File: config.mk
export PLATFORM = sky130hd
export DESIGN_NAME = dram_bridge
export DESIGN_NICKNAME = d
export VERILOG_FILES = /design/src/rtl/dram_bridge.sv
export SDC_FILE = /design/constraint.sdc
export NUM_CORES = 1
export LEC_CHECK = 0
export CELL_PAD_IN_SITES_DETAIL_PLACEMENT = 1
export CELL_PAD_IN_SITES_GLOBAL_PLACEMENT = 1
export CORE_MARGIN = 1
export CORE_UTILIZATION = 40
export DETAILED_ROUTE_END_ITERATION = 7
export MAX_ROUTING_LAYER = met4
export PLACE_DENSITY = 0.92
export SLEW_MARGIN = 20
export SYNTH_ARGS = -nofsm -noshare
export SYNTH_HDL_FRONTEND = slang
export SYNTH_SLANG_ARGS = --single-unit
File: constraint.sdc
create_clock -name clk -period 4.6 [get_ports clk]
set_input_delay 0.92 -clock clk [delete_from_list [all_inputs] [get_ports clk]]
set_output_delay 0.92 -clock clk [all_outputs]
set_load 0.05 [all_outputs]
File: src/rtl/dram_bridge.sv
// dram_bridge: adapts the d16 core's 16-bit halfword data-memory port to the
// 32-bit word interface of sdram_controller.
//
// It keeps a single-word read buffer so that back-to-back halfword loads of
// the same DRAM word cost only one DRAM access. Halfword stores are done as
// read-modify-write, because the controller cannot mask byte or halfword lanes.
//
// Ports:
//   clk, rst         system clock; synchronous active-high reset
//   core_req/we      access request and direction, held by the core until core_ack
//   core_addr        halfword address: [24:1] is the DRAM word, [0] is the lane
//   core_wdata       store data
//   core_rdata       load data, valid only while core_ack is high
//   core_ack         one-cycle completion pulse
//   flush            invalidates the read buffer
//   dram_addr        word address to the controller
//   dram_req_read    read request to the controller
//   dram_req_write   write request to the controller
//   dram_data_in     write data to the controller
//   dram_data_out    read data from the controller
//   dram_data_valid  one-cycle read-data strobe from the controller
module dram_bridge #(
  parameter int unsigned WRITE_HOLD = 4
) (
  input  logic        clk,
  input  logic        rst,
  input  logic        core_req,
  input  logic        core_we,
  input  logic [24:0] core_addr,
  input  logic [15:0] core_wdata,
  output logic [15:0] core_rdata,
  output logic        core_ack,
  input  logic        flush,
  output logic [23:0] dram_addr,
  output logic        dram_req_read,
  output logic        dram_req_write,
  output logic [31:0] dram_data_in,
  input  logic [31:0] dram_data_out,
  input  logic        dram_data_valid
);

  typedef enum logic [1:0] {IDLE, RD_WAIT, WR_HOLD, ACK} state_t;

  localparam logic [3:0] HOLD_INIT = 4'(WRITE_HOLD);

  state_t      state_q, state_d;
  logic        buf_valid_q, buf_valid_d;
  logic [23:0] buf_tag_q, buf_tag_d;
  logic [31:0] buf_data_q, buf_data_d;
  logic        store_pending_q, store_pending_d;
  logic        flush_pending_q, flush_pending_d;
  logic        lane_q, lane_d;
  logic [15:0] wdata_q, wdata_d;
  logic [3:0]  hold_cnt_q, hold_cnt_d;
  logic [23:0] dram_addr_q, dram_addr_d;
  logic        dram_req_read_q, dram_req_read_d;
  logic        dram_req_write_q, dram_req_write_d;
  logic [31:0] dram_data_in_q, dram_data_in_d;
  logic        core_ack_q, core_ack_d;
  logic [15:0] core_rdata_q, core_rdata_d;
  logic        hit;

  function automatic logic [31:0] merge_lane(input logic [31:0] word,
                                             input logic        lane,
                                             input logic [15:0] data);
    return lane ? {data, word[15:0]} : {word[31:16], data};
  endfunction

  function automatic logic [15:0] select_lane(input logic [31:0] word,
                                              input logic        lane);
    return lane ? word[31:16] : word[15:0];
  endfunction

  // A flush arriving in the same cycle as a request wins, so that request misses.
  assign hit = buf_valid_q && !flush && (buf_tag_q == core_addr[24:1]);

  // Next-state and output logic. Every output is registered, so each one is
  // computed for the state being entered. Requests are only accepted in IDLE,
  // and the core address, lane and data are latched there so that later
  // states do not depend on the core keeping them stable.
  always_comb begin
    state_d          = state_q;
    buf_valid_d      = buf_valid_q;
    buf_tag_d        = buf_tag_q;
    buf_data_d       = buf_data_q;
    store_pending_d  = store_pending_q;
    flush_pending_d  = flush_pending_q;
    lane_d           = lane_q;
    wdata_d          = wdata_q;
    hold_cnt_d       = hold_cnt_q;
    dram_addr_d      = dram_addr_q;
    dram_req_read_d  = dram_req_read_q;
    dram_req_write_d = dram_req_write_q;
    dram_data_in_d   = dram_data_in_q;
    core_ack_d       = 1'b0;
    core_rdata_d     = 16'h0000;

    case (state_q)
      IDLE: begin
        if (flush) buf_valid_d = 1'b0;
        if (core_req) begin
          lane_d          = core_addr[0];
          wdata_d         = core_wdata;
          store_pending_d = core_we;
          dram_addr_d     = core_addr[24:1];
          if (hit && core_we) begin
            dram_data_in_d   = merge_lane(buf_data_q, core_addr[0], core_wdata);
            dram_req_write_d = 1'b1;
            hold_cnt_d       = HOLD_INIT;
            state_d          = WR_HOLD;
          end else if (hit) begin
            core_ack_d   = 1'b1;
            core_rdata_d = select_lane(buf_data_q, core_addr[0]);
            state_d      = ACK;
          end else begin
            // Both a load miss and the read phase of a store miss start here.
            dram_req_read_d = 1'b1;
            state_d         = RD_WAIT;
          end
        end
      end

      RD_WAIT: begin
        if (flush) flush_pending_d = 1'b1;
        if (dram_data_valid) begin
          buf_data_d      = dram_data_out;
          buf_tag_d       = dram_addr_q;
          buf_valid_d     = 1'b1;
          dram_req_read_d = 1'b0;
          if (store_pending_q) begin
            dram_data_in_d   = merge_lane(dram_data_out, lane_q, wdata_q);
            dram_req_write_d = 1'b1;
            hold_cnt_d       = HOLD_INIT;
            state_d          = WR_HOLD;
          end else begin
            core_ack_d   = 1'b1;
            core_rdata_d = select_lane(dram_data_out, lane_q);
            state_d      = ACK;
          end
        end
      end

      // The controller has no write handshake, so a write is treated as
      // complete once the request has been held for WRITE_HOLD cycles.
      WR_HOLD: begin
        if (flush) flush_pending_d = 1'b1;
        if (hold_cnt_q <= 4'd1) begin
          dram_req_write_d = 1'b0;
          buf_data_d       = dram_data_in_q;
          buf_tag_d        = dram_addr_q;
          buf_valid_d      = 1'b1;
          core_ack_d       = 1'b1;
          state_d          = ACK;
        end else begin
          hold_cnt_d = hold_cnt_q - 4'd1;
        end
      end

      // Any flush held back during the access takes effect on the way to IDLE.
      ACK: begin
        if (flush || flush_pending_q) buf_valid_d = 1'b0;
        flush_pending_d = 1'b0;
        store_pending_d = 1'b0;
        state_d         = IDLE;
      end

      default: state_d = IDLE;
    endcase
  end

  // State register. Reset drops any in-flight DRAM request and issues no ack.
  always_ff @(posedge clk) begin
    if (rst) begin
      state_q          <= IDLE;
      buf_valid_q      <= 1'b0;
      buf_tag_q        <= '0;
      buf_data_q       <= '0;
      store_pending_q  <= 1'b0;
      flush_pending_q  <= 1'b0;
      lane_q           <= 1'b0;
      wdata_q          <= '0;
      hold_cnt_q       <= '0;
      dram_addr_q      <= '0;
      dram_req_read_q  <= 1'b0;
      dram_req_write_q <= 1'b0;
      dram_data_in_q   <= '0;
      core_ack_q       <= 1'b0;
      core_rdata_q     <= '0;
    end else begin
      state_q          <= state_d;
      buf_valid_q      <= buf_valid_d;
      buf_tag_q        <= buf_tag_d;
      buf_data_q       <= buf_data_d;
      store_pending_q  <= store_pending_d;
      flush_pending_q  <= flush_pending_d;
      lane_q           <= lane_d;
      wdata_q          <= wdata_d;
      hold_cnt_q       <= hold_cnt_d;
      dram_addr_q      <= dram_addr_d;
      dram_req_read_q  <= dram_req_read_d;
      dram_req_write_q <= dram_req_write_d;
      dram_data_in_q   <= dram_data_in_d;
      core_ack_q       <= core_ack_d;
      core_rdata_q     <= core_rdata_d;
    end
  end

  assign dram_addr      = dram_addr_q;
  assign dram_req_read  = dram_req_read_q;
  assign dram_req_write = dram_req_write_q;
  assign dram_data_in   = dram_data_in_q;
  assign core_ack       = core_ack_q;
  assign core_rdata     = core_rdata_q;

endmodule

# Word-level counts from Yosys, hierarchy flattened
# Cells that the tools add are included.
[classes]
n_mux = 61
n_bitwise = 0
magnitude_cmp = 1
n_reduce_logical = 22
n_shift = 0
multipliers = 0
n_addsub = 1
div_mod_pow = 0
eq_ne = 15
[op_table]
columns = ["operator", "count"]
rows = [
  ["$mux W32", 8],
  ["$pmux W32 S2", 2],
  ["$mux W16", 7],
  ["$mux W24", 2],
  ["$pmux W24 S2", 1],
  ["$pmux W16 S2", 1],
  ["$eq A24 B24 Y1", 1],
  ["$mux W1", 22],
  ["$mux W4", 5],
  ["$ne A2 B2 Y1 const B", 10],
  ["$pmux W4 S3", 1],
  ["$reduce_and A6 Y1", 2],
  ["$mux W2", 5],
  ["$reduce_and A5 Y1", 2],
  ["$pmux W2 S4", 1],
  ["$reduce_bool A2 Y1", 4],
  ["$pmux W1 S2", 3],
  ["$pmux W1 S3", 2],
  ["$reduce_and A2 Y1", 3],
  ["$reduce_and A3 Y1", 2],
  ["$eq A2 B2 Y1 const B", 2],
  ["$le A4 B1 Y1 const B", 1],
  ["$pmux W1 S4", 1],
  ["$reduce_and A4 Y1", 1],
  ["9 further kinds", 11],
]
[word_totals]
ramBits = 0
mem_bits_ro = 0
n_memories = 0
latchBits = 0
ff_bits = 157
wordCells = 115

# Logic depth before layout (Yosys ltp)
[logic_depth]
depth_word = 7
mapped_depth = 12
mapped_depth_nobuf = 8

# Worst setup path before layout
# OpenSTA, ideal clock, no wires.
[synth_path]
path_kind = "input to register"
start = "input port core_addr[22]"
end = "register dram_data_in_q[15] (netlist: dram_data_in[15])"
setup_ns = 0.068
arrival_ns = 2.373
path_stages = 7
setup_slack_ns = 2.160
path_cell_list = "xor2_1 -> nor4_2 -> and4_4 -> nand3_4 -> buf_6 -> a221o_1 -> a21oi_2"
[synth_between]
elab_chain_len = 5
[synth_rtl]
columns = ["item", "line_no", "source"]
rows = [
  ["from (decl)", "29", "input logic [24:0] core_addr,"],
  ["$eq A24 B24 Y1", "75", "assign hit = buf_valid_q && !flush && (buf_tag_q == core_addr[24:1]);"],
  ["$logic_and A1 B1 Y1", "75", ""],
  ["$logic_and A1 B1 Y1", "106", "if (hit && core_we) begin"],
  ["$ne A2 B2 Y1 (no line)", "n/a", ""],
  ["$reduce_and A5 Y1 (no line)", "n/a", ""],
  ["to (signal assigned)", "202", "dram_data_in_q <= dram_data_in_d;"],
  ["to (decl)", "58", "logic [31:0] dram_data_in_q, dram_data_in_d;"],
]
# No other way between the ends.
# A chain may end at the register's enable or synchronous reset.

# Worst setup path in the final report
[layout_path]
start = "input port core_addr[1]"
end = "register dram_data_in_q[11] (netlist: dram_data_in[11])"
# The elaborated chain is that of the path after synthesis.

==> metrics.yaml <==
status: "finished, final reports clean"
yosys_warnings: 0
leakage_uw: 0.00339
crit_fanout: 64
core_sq_um: 18900
dp_slack_ns: 0.862
synth_area_sq_um: 7790
postCtsSetupBuffers: 0
p_int_uw: 3210
cts-root-buf: "clkbuf_16"
cts.sinks: 157
powerDensity_nw_per_um2: 535
path_clk_slew_ns: 0.06
netlist_instances: 905
grt_overflow: 0
max_freq_mhz: 292
maxCapViolations: 0
tightest_slew_ns: 1.10
initial_core_util_pct: 41.3
relSlewSlack_pct: 26.4
diodes: 0
synth_common_cells: "dfxtp_1, nand2_1, a21oi_1"
clock_path_buffers: 2
holdBufCountCts: 0
grt_setup_unrepaired: "no"
final.min_clock_period_ns: 3.43
yosysMostFrequentCell: "dfxtp_1"
synth_area_leaders: "dfxtp_1, mux2i_1, nand2_1, a21oi_1, a211oi_1"
hpwl_mm: 16.4
ctsResizeCount: 0
wl_per_cell_um: 20.5
synth_edf_count: 0
syn_nets: 990
rows: 50
ys_ff_latch: 157
die_h_um: 142
fp.dieW_um: 142
ys_async_sr_fraction_pct: 0
antenna_found_initial: 0
fin_tns_setup_ns: 0
clk_latency_ns: 0.44
setup_viol: 0
first_global_vias: 7809
viasPerCell: 5.80
drc: 0
wirelength_mm: 26.3
max-vdd-ir-drop_v: 0.000318
grt_pass1_wl_mm: 41.5
hold_path_class: "reg -> reg"
finalWorstSetupSlack_ns: 1.17
fin_nets: 1093
grtUsageTotal_pct: 27.2
cts_buffers: 17
cp-start-kind: "input pin"
comb_power_share_pct: 39.1
synth_cell_type_count: 46
hold_viol: 0
synth_top_area_cell: "dfxtp_1"
cp_data_arrival_time_ns: 3.78
dieArea_sq_um: 20000
clkPwrFrac_pct: 27.7
vias: 7435
yosysSeqAreaShare_pct: 40.3
drt_iter0_markers: 526
layout-drive-gt1-share_pct: 9.50
dr.pass1.iters: 5
crit_path_end_kind: "register"
yosysTopAreaCellShare_pct: 40.3
yosys_most_used_dff: "dfxtp_1"
period_share_pct: 74.6
seqPwrFrac_pct: 33.2
slew_viol_final: 0
synth_area_per_cell_sq_um: 8.61
grt_max_degree: 89
cts_tree: "built"
swShare_pct: 40.2
crit_type: "in -> reg"
port_buffers: 153
gp_congestion: 0.792
ios: 154
area_growth_pct: 28.6
required_ns: 4.95
switchingPower_uw: 2160
h-tree-depth: 4
clock_skew_ns: 0.00806
ant_nets: 0
final_util_pct: 53.1
cell families after synthesis:
| family | Yosys count | synth area share [%] |
|---|---|---|
| AO/OA/AOI/OAI | 240 | 20.7 |
| XOR/XNOR | 24 | 2.70 |
| adder cells (fa/ha/maj) | 6 | 0.963 |
| buffers and inverters | 91 | 4.98 |
| flip-flops | 157 | 40.3 |
| multiplexers | 97 | 13.0 |
| AND/OR/NAND/NOR | 290 | 17.3 |
critical path: stages:
cell and delay, ns:
clkdlybuf4s50_1 0.44, xor2_1 0.17, nor4_1 0.49, and3_1 0.32, nand3_4 0.62, a221o_1 0.60, a21oi_1 0.18
power by group through the flow:
stage / registers (uW) / clock network (uW) / logic [uW]
after floorplan: 1950 / 0 / 1280
after global placement: 1790 / 0 / 1970
after detailed placement: 1800 / 0 / 2050
after CTS: 1780 / 1500 / 2090
after global routing: 1810 / 1560 / 2240
final: 1780 / 1480 / 2100
path summary, 6_finish.rpt:
path	from	end	slack (ns)	depth (start not counted)
setup / recovery	core_addr[1]	dram_data_in[11]	1.17	7
hold reg to reg	flush_pending_q	flush_pending_q	0.45	2
setup reg to reg	hold_cnt_q[0]	buf_data_q[29]	1.67	8
hold / removal	flush_pending_q	flush_pending_q	0.45	2
layer usage:
metal  GRT usage [%]  part of all wire, %  vias up
li1                -                    -     3446
met1            31.6                   42     3710
met5               -                    0        -
met3            6.51                  6.2       48
met4            10.5                  2.5        0
met2            45.5                   49      231
stage by stage:
| step | std cells | cell area, sq um | hold slack [ns] | power [uW] |
|---|---|---|---|---|
| after floorplan | 905 | 7790 | 0.432 | 3230 |
| after global placement | 1249 | 9410 | 0.441 | 3760 |
| after detailed placement | 1249 | 9410 | 0.449 | 3850 |
| after CTS | 1281 | 10000 | 0.458 | 5370 |
| after global routing | 1281 | 10000 | 0.476 | 5620 |
| final | 1281 | 10000 | 0.451 | 5360 |
sequential cells by signal, indices dropped and copies added, names as in the netlist, 2 cells and up:
| name | cells |
|---|---|
| buf_data_q | 32 |
| state_q | 2 |
| core_rdata | 16 |
| hold_cnt_q | 4 |
| buf_tag_q | 24 |
| dram_addr | 24 |
| wdata_q | 16 |
| dram_data_in | 32 |
cells in the final DEF (no fill, tap or decap), types with 3 or more instances in the layout:
| cell type | instances |
|---|---|
| a21oi_1 | 102 |
| bufinv_16 | 3 |
| buf_4 | 13 |
| mux2i_1 | 65 |
| a22oi_1 | 16 |
| nor2b_1 | 32 |
| nand3_1 | 33 |
| nor2_1 | 58 |
| dfxtp_1 | 156 |
| nor3_1 | 3 |
| nor4_2 | 4 |
| ha_1 | 4 |
| xor2_1 | 24 |
| mux2_2 | 32 |
| nand2_1 | 137 |
| a221o_1 | 32 |
| a21oi_2 | 3 |
| a211oi_1 | 68 |
| clkbuf_16 | 17 |
| clkinv_4 | 3 |
| o21ai_0 | 8 |
| inv_1 | 10 |
| clkdlybuf4s50_1 | 151 |
| nand2b_1 | 4 |
| clkinv_2 | 3 |
layout make-up:
type | instances | area (sq um)
fillers | 2196 | 8870
multi-input cells | 657 | 4290
clock buffers | 19 | 453
repair buffers | 165 | 1610
inverters | 10 | 37.5
clock inverters | 13 | 164
well taps | 260 | 325
flip-flops and latches | 157 | 3140
(Power assumes the default switching activity.)
